## src/rtl/fetch_queue_pkg.sv

```systemverilog
// ---------------------------------------------------------------------------
// fetch_queue_pkg
//   Shared definitions for the instruction-fetch front end: default reset PC,
//   the nop encoding driven when the queue is empty, the {pc, instr} entry
//   layout stored in the FIFO, and the word-address increment helper.
// ---------------------------------------------------------------------------
package fetch_queue_pkg;

    localparam logic [31:0] RESET_PC_DEFAULT = 32'd0;
    localparam logic [31:0] NOP_INSTR        = 32'b0;
    localparam int unsigned FQ_ENTRY_W       = 64;

    // One buffered fetch result; pc occupies the upper word.
    typedef struct packed {
        logic [31:0] pc;
        logic [31:0] instr;
    } fq_entry_t;

    // Word-addressed PC increment; wraps naturally at 32 bits.
    function automatic logic [31:0] pc_next(input logic [31:0] pc);
        return pc + 32'd1;
    endfunction

endpackage

```

## src/rtl/fq_storage.sv

```systemverilog
// ---------------------------------------------------------------------------
// fq_storage
//   DEPTH x 64-bit register array backing the fetch queue. One rising-edge
//   write port and one asynchronous read port so the head entry is visible
//   to decode in the same cycle it becomes valid.
// Ports
//   clock    in   rising-edge clock
//   wr_en    in   write enable (push)
//   wr_ptr   in   write index
//   wr_data  in   {pc, instr} entry to store
//   rd_ptr   in   read index (queue head)
//   rd_data  out  entry at rd_ptr, combinational
// ---------------------------------------------------------------------------
module fq_storage
    import fetch_queue_pkg::*;
#(
    parameter int unsigned DEPTH = 4,
    parameter int unsigned PTR_W = 2
) (
    input  logic             clock,
    input  logic             wr_en,
    input  logic [PTR_W-1:0] wr_ptr,
    input  fq_entry_t        wr_data,
    input  logic [PTR_W-1:0] rd_ptr,
    output fq_entry_t        rd_data
);

    fq_entry_t mem_q [DEPTH];
    fq_entry_t mem_d [DEPTH];

    always_comb begin
        mem_d = mem_q;
        if (wr_en) begin
            mem_d[wr_ptr] = wr_data;
        end
    end

    // Payload storage carries no reset; validity is tracked by the top's count.
    always_ff @(posedge clock) begin
        mem_q <= mem_d;
    end

    assign rd_data = mem_q[rd_ptr];

endmodule

```

## src/rtl/fetch_queue.sv

```systemverilog
// ---------------------------------------------------------------------------
// fetch_queue
//   Instruction-fetch front end. Owns the PC, issues one word fetch per cycle
//   to imem while credit allows, captures the response one cycle later into a
//   DEPTH-entry FIFO of {pc, instr}, and presents the head to decode with a
//   valid/ready handshake. A redirect from execute flushes everything (queue
//   and the pending imem response) and restarts fetch at redirect_pc.
// Ports
//   clock          in   rising-edge clock
//   reset          in   synchronous, active-low
//   imem_addr      out  word address to imem (the pc register)
//   imem_en        out  fetch issued this cycle
//   imem_rdata     in   imem data, valid the cycle after imem_en
//   out_valid      out  head entry available
//   out_ready      in   decode accepts head this cycle
//   out_instr      out  head instruction, nop when !out_valid
//   out_pc         out  head PC, zero when !out_valid
//   redirect_valid in   flush and redirect
//   redirect_pc    in   new fetch address
// ---------------------------------------------------------------------------
module fetch_queue
    import fetch_queue_pkg::*;
#(
    parameter int unsigned DEPTH    = 4,
    parameter logic [31:0] RESET_PC = RESET_PC_DEFAULT
) (
    input  logic        clock,
    input  logic        reset,
    output logic [31:0] imem_addr,
    output logic        imem_en,
    input  logic [31:0] imem_rdata,
    output logic        out_valid,
    input  logic        out_ready,
    output logic [31:0] out_instr,
    output logic [31:0] out_pc,
    input  logic        redirect_valid,
    input  logic [31:0] redirect_pc
);

    localparam int unsigned PTR_W = $clog2(DEPTH);
    localparam int unsigned CNT_W = PTR_W + 1;
    localparam logic [CNT_W-1:0] DEPTH_CNT  = CNT_W'(DEPTH);
    localparam logic [CNT_W:0]   DEPTH_CRED = (CNT_W + 1)'(DEPTH);

    logic [31:0]      pc_q,          pc_d;
    logic             inflight_q,    inflight_d;
    logic [31:0]      inflight_pc_q, inflight_pc_d;
    logic [PTR_W-1:0] wr_ptr_q,      wr_ptr_d;
    logic [PTR_W-1:0] rd_ptr_q,      rd_ptr_d;
    logic [CNT_W-1:0] count_q,       count_d;

    logic             issue;
    logic             push;
    logic             pop;
    logic [CNT_W:0]   credit_used;
    fq_entry_t        wr_entry;
    fq_entry_t        head_entry;

    // Credit covers buffered entries plus the fetch still in flight, so a
    // response always has a slot waiting. A pop this cycle is deliberately
    // not credited back until next cycle.
    assign credit_used = {1'b0, count_q} + (CNT_W + 1)'(inflight_q);

    assign issue = reset & ~redirect_valid & (credit_used < DEPTH_CRED);
    assign push  = reset & ~redirect_valid & inflight_q;

    assign out_valid = reset & (count_q != '0);
    assign pop       = out_valid & out_ready & ~redirect_valid;

    assign imem_en   = issue;
    assign imem_addr = reset ? pc_q : RESET_PC;
    assign out_instr = out_valid ? head_entry.instr : NOP_INSTR;
    assign out_pc    = out_valid ? head_entry.pc    : 32'b0;

    assign wr_entry.pc    = inflight_pc_q;
    assign wr_entry.instr = imem_rdata;

    always_comb begin
        pc_d          = pc_q;
        inflight_d    = inflight_q;
        inflight_pc_d = inflight_pc_q;
        wr_ptr_d      = wr_ptr_q;
        rd_ptr_d      = rd_ptr_q;
        count_d       = count_q;

        if (redirect_valid) begin
            // Flush: the response for the in-flight fetch is discarded by
            // clearing inflight, so it never reaches the queue.
            pc_d       = redirect_pc;
            inflight_d = 1'b0;
            wr_ptr_d   = '0;
            rd_ptr_d   = '0;
            count_d    = '0;
        end else begin
            if (issue) begin
                pc_d          = pc_next(pc_q);
                inflight_pc_d = pc_q;
            end
            inflight_d = issue;

            if (push) begin
                wr_ptr_d = wr_ptr_q + PTR_W'(1);
            end
            if (pop) begin
                rd_ptr_d = rd_ptr_q + PTR_W'(1);
            end

            unique case ({push, pop})
                2'b10:   count_d = count_q + CNT_W'(1);
                2'b01:   count_d = count_q - CNT_W'(1);
                default: count_d = count_q;
            endcase
        end
    end

    always_ff @(posedge clock) begin
        if (!reset) begin
            pc_q       <= RESET_PC;
            inflight_q <= 1'b0;
            wr_ptr_q   <= '0;
            rd_ptr_q   <= '0;
            count_q    <= '0;
        end else begin
            pc_q       <= pc_d;
            inflight_q <= inflight_d;
            wr_ptr_q   <= wr_ptr_d;
            rd_ptr_q   <= rd_ptr_d;
            count_q    <= count_d;
        end
    end

    // Only meaningful while inflight_q is set, so it needs no reset.
    always_ff @(posedge clock) begin
        inflight_pc_q <= inflight_pc_d;
    end

    // The credit rule guarantees a response never arrives to a full queue.
    always_ff @(posedge clock) begin
        if (push) begin
            assert (count_q != DEPTH_CNT);
        end
    end

    fq_storage #(
        .DEPTH (DEPTH),
        .PTR_W (PTR_W)
    ) u_storage (
        .clock   (clock),
        .wr_en   (push),
        .wr_ptr  (wr_ptr_q),
        .wr_data (wr_entry),
        .rd_ptr  (rd_ptr_q),
        .rd_data (head_entry)
    );

endmodule

```

## config.mk

```make
export PLATFORM = sky130hd
export DESIGN_NAME = fetch_queue
export DESIGN_NICKNAME = d
export VERILOG_FILES = /design/src/rtl/fetch_queue_pkg.sv /design/src/rtl/fq_storage.sv /design/src/rtl/fetch_queue.sv
export SDC_FILE = /design/constraint.sdc
export NUM_CORES = 1
export LEC_CHECK = 0
export CAP_MARGIN = 20
export CORE_MARGIN = 3
export CORE_UTILIZATION = 62
export CTS_BUF_LIST = sky130_fd_sc_hd__clkbuf_8
export DETAILED_ROUTE_END_ITERATION = 10
export PLACE_DENSITY = 0.88
export SLEW_MARGIN = 40
export SYNTH_ARGS = -nofsm -noshare
export SYNTH_HDL_FRONTEND = slang
export SYNTH_SLANG_ARGS = --single-unit
```

## constraint.sdc

```tcl
create_clock -name clock -period 6.69 [get_ports clock]
set_clock_uncertainty 0.05 [all_clocks]
set_input_delay 1.338 -clock clock [delete_from_list [all_inputs] [get_ports clock]]
set_output_delay 1.338 -clock clock [all_outputs]
set_load 0.01 [all_outputs]
```

==> flow_metrics.tcl <==
set metrics [dict create \
    dp_hpwl_mm 17.7 \
    cts_tree "done" \
    top_usage_layer "met2" \
    gr-usage-met3 0.0440 \
    fin_util 0.787 \
    wl_per_cell_um 21.3 \
    end_kind "output port" \
    vias 7845 \
    grt_pass1_vias 7973 \
    ir_drop_mv 0.140 \
    clockBufferDepth 3 \
    hp-class "register to register" \
    slew-limit-headroom 0.496 \
    coreArea_mm2 0.0206 \
    whs_path_depth 0 \
    drv_cap 0 \
    ys_seq_elements 328 \
    synth.most_common_cell "edfxtp_1" \
    min_period_ps 4860 \
    overflow 0 \
    tns_ps 0 \
    netlist_top_cells_area "edfxtp_1 (65%), mux4_2 (11%), dfxtp_1 (6.0%)" \
    p_per_area_mw_per_mm2 240 \
    synthCells 802 \
    rows 52 \
    gr-usage-all-layers 0.238 \
    worst_pin_slew_ps 755 \
    setup_viol 0 \
    cts_resized 0 \
    p_leak_uw 0.00551 \
    place_congestion 0.827 \
    status "finished, final reports clean" \
    grt_use_met1 0.344 \
    fmax_mhz 206 \
    viasPerCell 6.09 \
    cts_hold_buf 0 \
    fin_crit_sh 0.726 \
    area_growth_pct 22.2 \
    routed_wl_mm 27.5 \
    grt_setup_unrepaired "false" \
    cts_root_buf "clkbuf_8" \
    drive_gt1_frac 0.156 \
    nets 1055 \
    final_max_slew_viol_count 0 \
    top_level_ports 166 \
    startpoint_type "input pin" \
    grt_use_met2 0.382 \
    finalHoldViolCount 0 \
    ys_async_sr_fraction 0 \
    synthesis.area_mm2 0.0133 \
    power.total_uw 3900 \
    cp_data_required_time_ps 5300 \
    synthTopCellsByCount "edfxtp_1 (288), and3_1 (80), mux4_2 (64)" \
    synth_nets 877 \
    cts_buffers 49 \
    n_antenna_cell 0 \
    synth_area_per_cell_um2 16.6 \
    die-area_mm2 0.0232 \
    synth_edf_count 288 \
    post_cts_buffers 0 \
    grt_antenna_before_repair 1 \
    initial_core_util 0.645 \
    drc_errors 0 \
    clkLatencyLatePin_ps 540 \
    first_pass_iters 5 \
    grt_pass1_wl_mm 43.9 \
    critical_path_arrival_ps 3470 \
    synth_flop_cell "edfxtp_1" \
    grt_max_degree 133 \
    ant_nets 0 \
    die_x_um 152 \
    ys_types 56 \
    critical_path_class "input pin to output port" \
    htree_num_levels 2 \
    synth_top_area_share 0.651 \
    drt-initial-drc-count 521 \
    yosys.area.top_type "edfxtp_1" \
    clkTransAtPathRegs_ps 60 \
    nFillCells 1090 \
    cp_max_fo 24 \
    ys_warn_count 0 \
    cts.sinks 328 \
    fp.dieH_um 152 \
    port_buffers 165 \
    seq_area_frac_synth 0.711 \
    rr_worst_depth 8 \
]
## cells in the final DEF, fill, tap and decap left out, types with 7 or more instances in the layout
master and n:
o21ai_0 14, o211ai_1 7, a21boi_0 7, clkdlybuf4s50_1 164
mux4_2 64, clkbuf_8 54, inv_1 32, buf_12 10
and2_1 34, nor2_1 17, dfxtp_1 38, nand2_1 46
clkinv_1 10, edfxtp_1 288, nand3_1 19, and3_1 76
nor4_1 9, nand4_1 12
## registers in the layout, indices dropped and copies added, names as in the netlist
signal / count
u_storage.mem_q: 256
inflight_pc_q: 32
pc_q: 32
count_q: 3
rd_ptr_q: 2
wr_ptr_q: 2
inflight_q: 1
## power by group
group / switching, uW / total (uW) / internal [uW]
Clock: 697 / 1440 / 740
Sequential: 40.7 / 2300 / 2260
Combinational: 80.0 / 168 / 87.9
Total: 818 / 3900 / 3090
## per-stage QoR
stage               setup WS (ps)  hold slack [ps]  area [um2]  instances
finish                       1830              446       16200       1288
global route                 1760              465       16200       1288
CTS                          1860              449       16200       1288
detailed placement           1860              435       15300       1199
global placement             1880              424       15100       1189
floorplan                    2760              356       13300        802
## cell type report
cell class / count / area (um2) / area share
Clock buffer: 54 / 743 / 0.0458
Clock inverter: 35 / 143 / 0.00878
Inverter: 15 / 56.3 / 0.00347
Multi-Input combinational cell: 406 / 3610 / 0.222
Sequential cell: 328 / 9460 / 0.582
Tap cell: 270 / 338 / 0.0208
Timing Repair Buffer: 180 / 1890 / 0.116
## critical path, cell delays in order
cell and delay, ps:
clkdlybuf4s50_1 410, nand2b_1 290, or3_1 450, inv_2 340, clkdlybuf4s50_1 630
## routing by layer
metal / share of wire / vias to the layer above
met1: 0.42 / 3894
met5: 0.00040 / -
met2: 0.49 / 357
met3: 0.070 / 56
li1: - / 3536
met4: 0.024 / 2
## worst paths after layout
check	from	slack [ps]	endpoint
worst min-delay path	inflight_pc_q[11]	450	u_storage.mem_q[107]
worst min register to register	inflight_pc_q[11]	450	u_storage.mem_q[107]
worst max-delay path	redirect_valid	1830	imem_en
worst max register to register	count_q[2]	3880	count_q[2]
## cell families (layout without fill, tap and decap cells)
| logic type | count (synthesis) | in the layout | synth area share |
|---|---|---|---|
| adders and majority gates | 7 | 7 | 0.00715 |
| buffers and inverters | 68 | 284 | 0.0200 |
| DFF | 328 | 328 | 0.711 |
| and+or+nand+nor | 254 | 254 | 0.108 |
| muxes | 69 | 69 | 0.112 |
| AOI/OAI and AO/OA | 65 | 65 | 0.0349 |
| xor gates and xnor gates | 11 | 11 | 0.00725 |
Note: power is estimated with default switching activity, not from simulation.
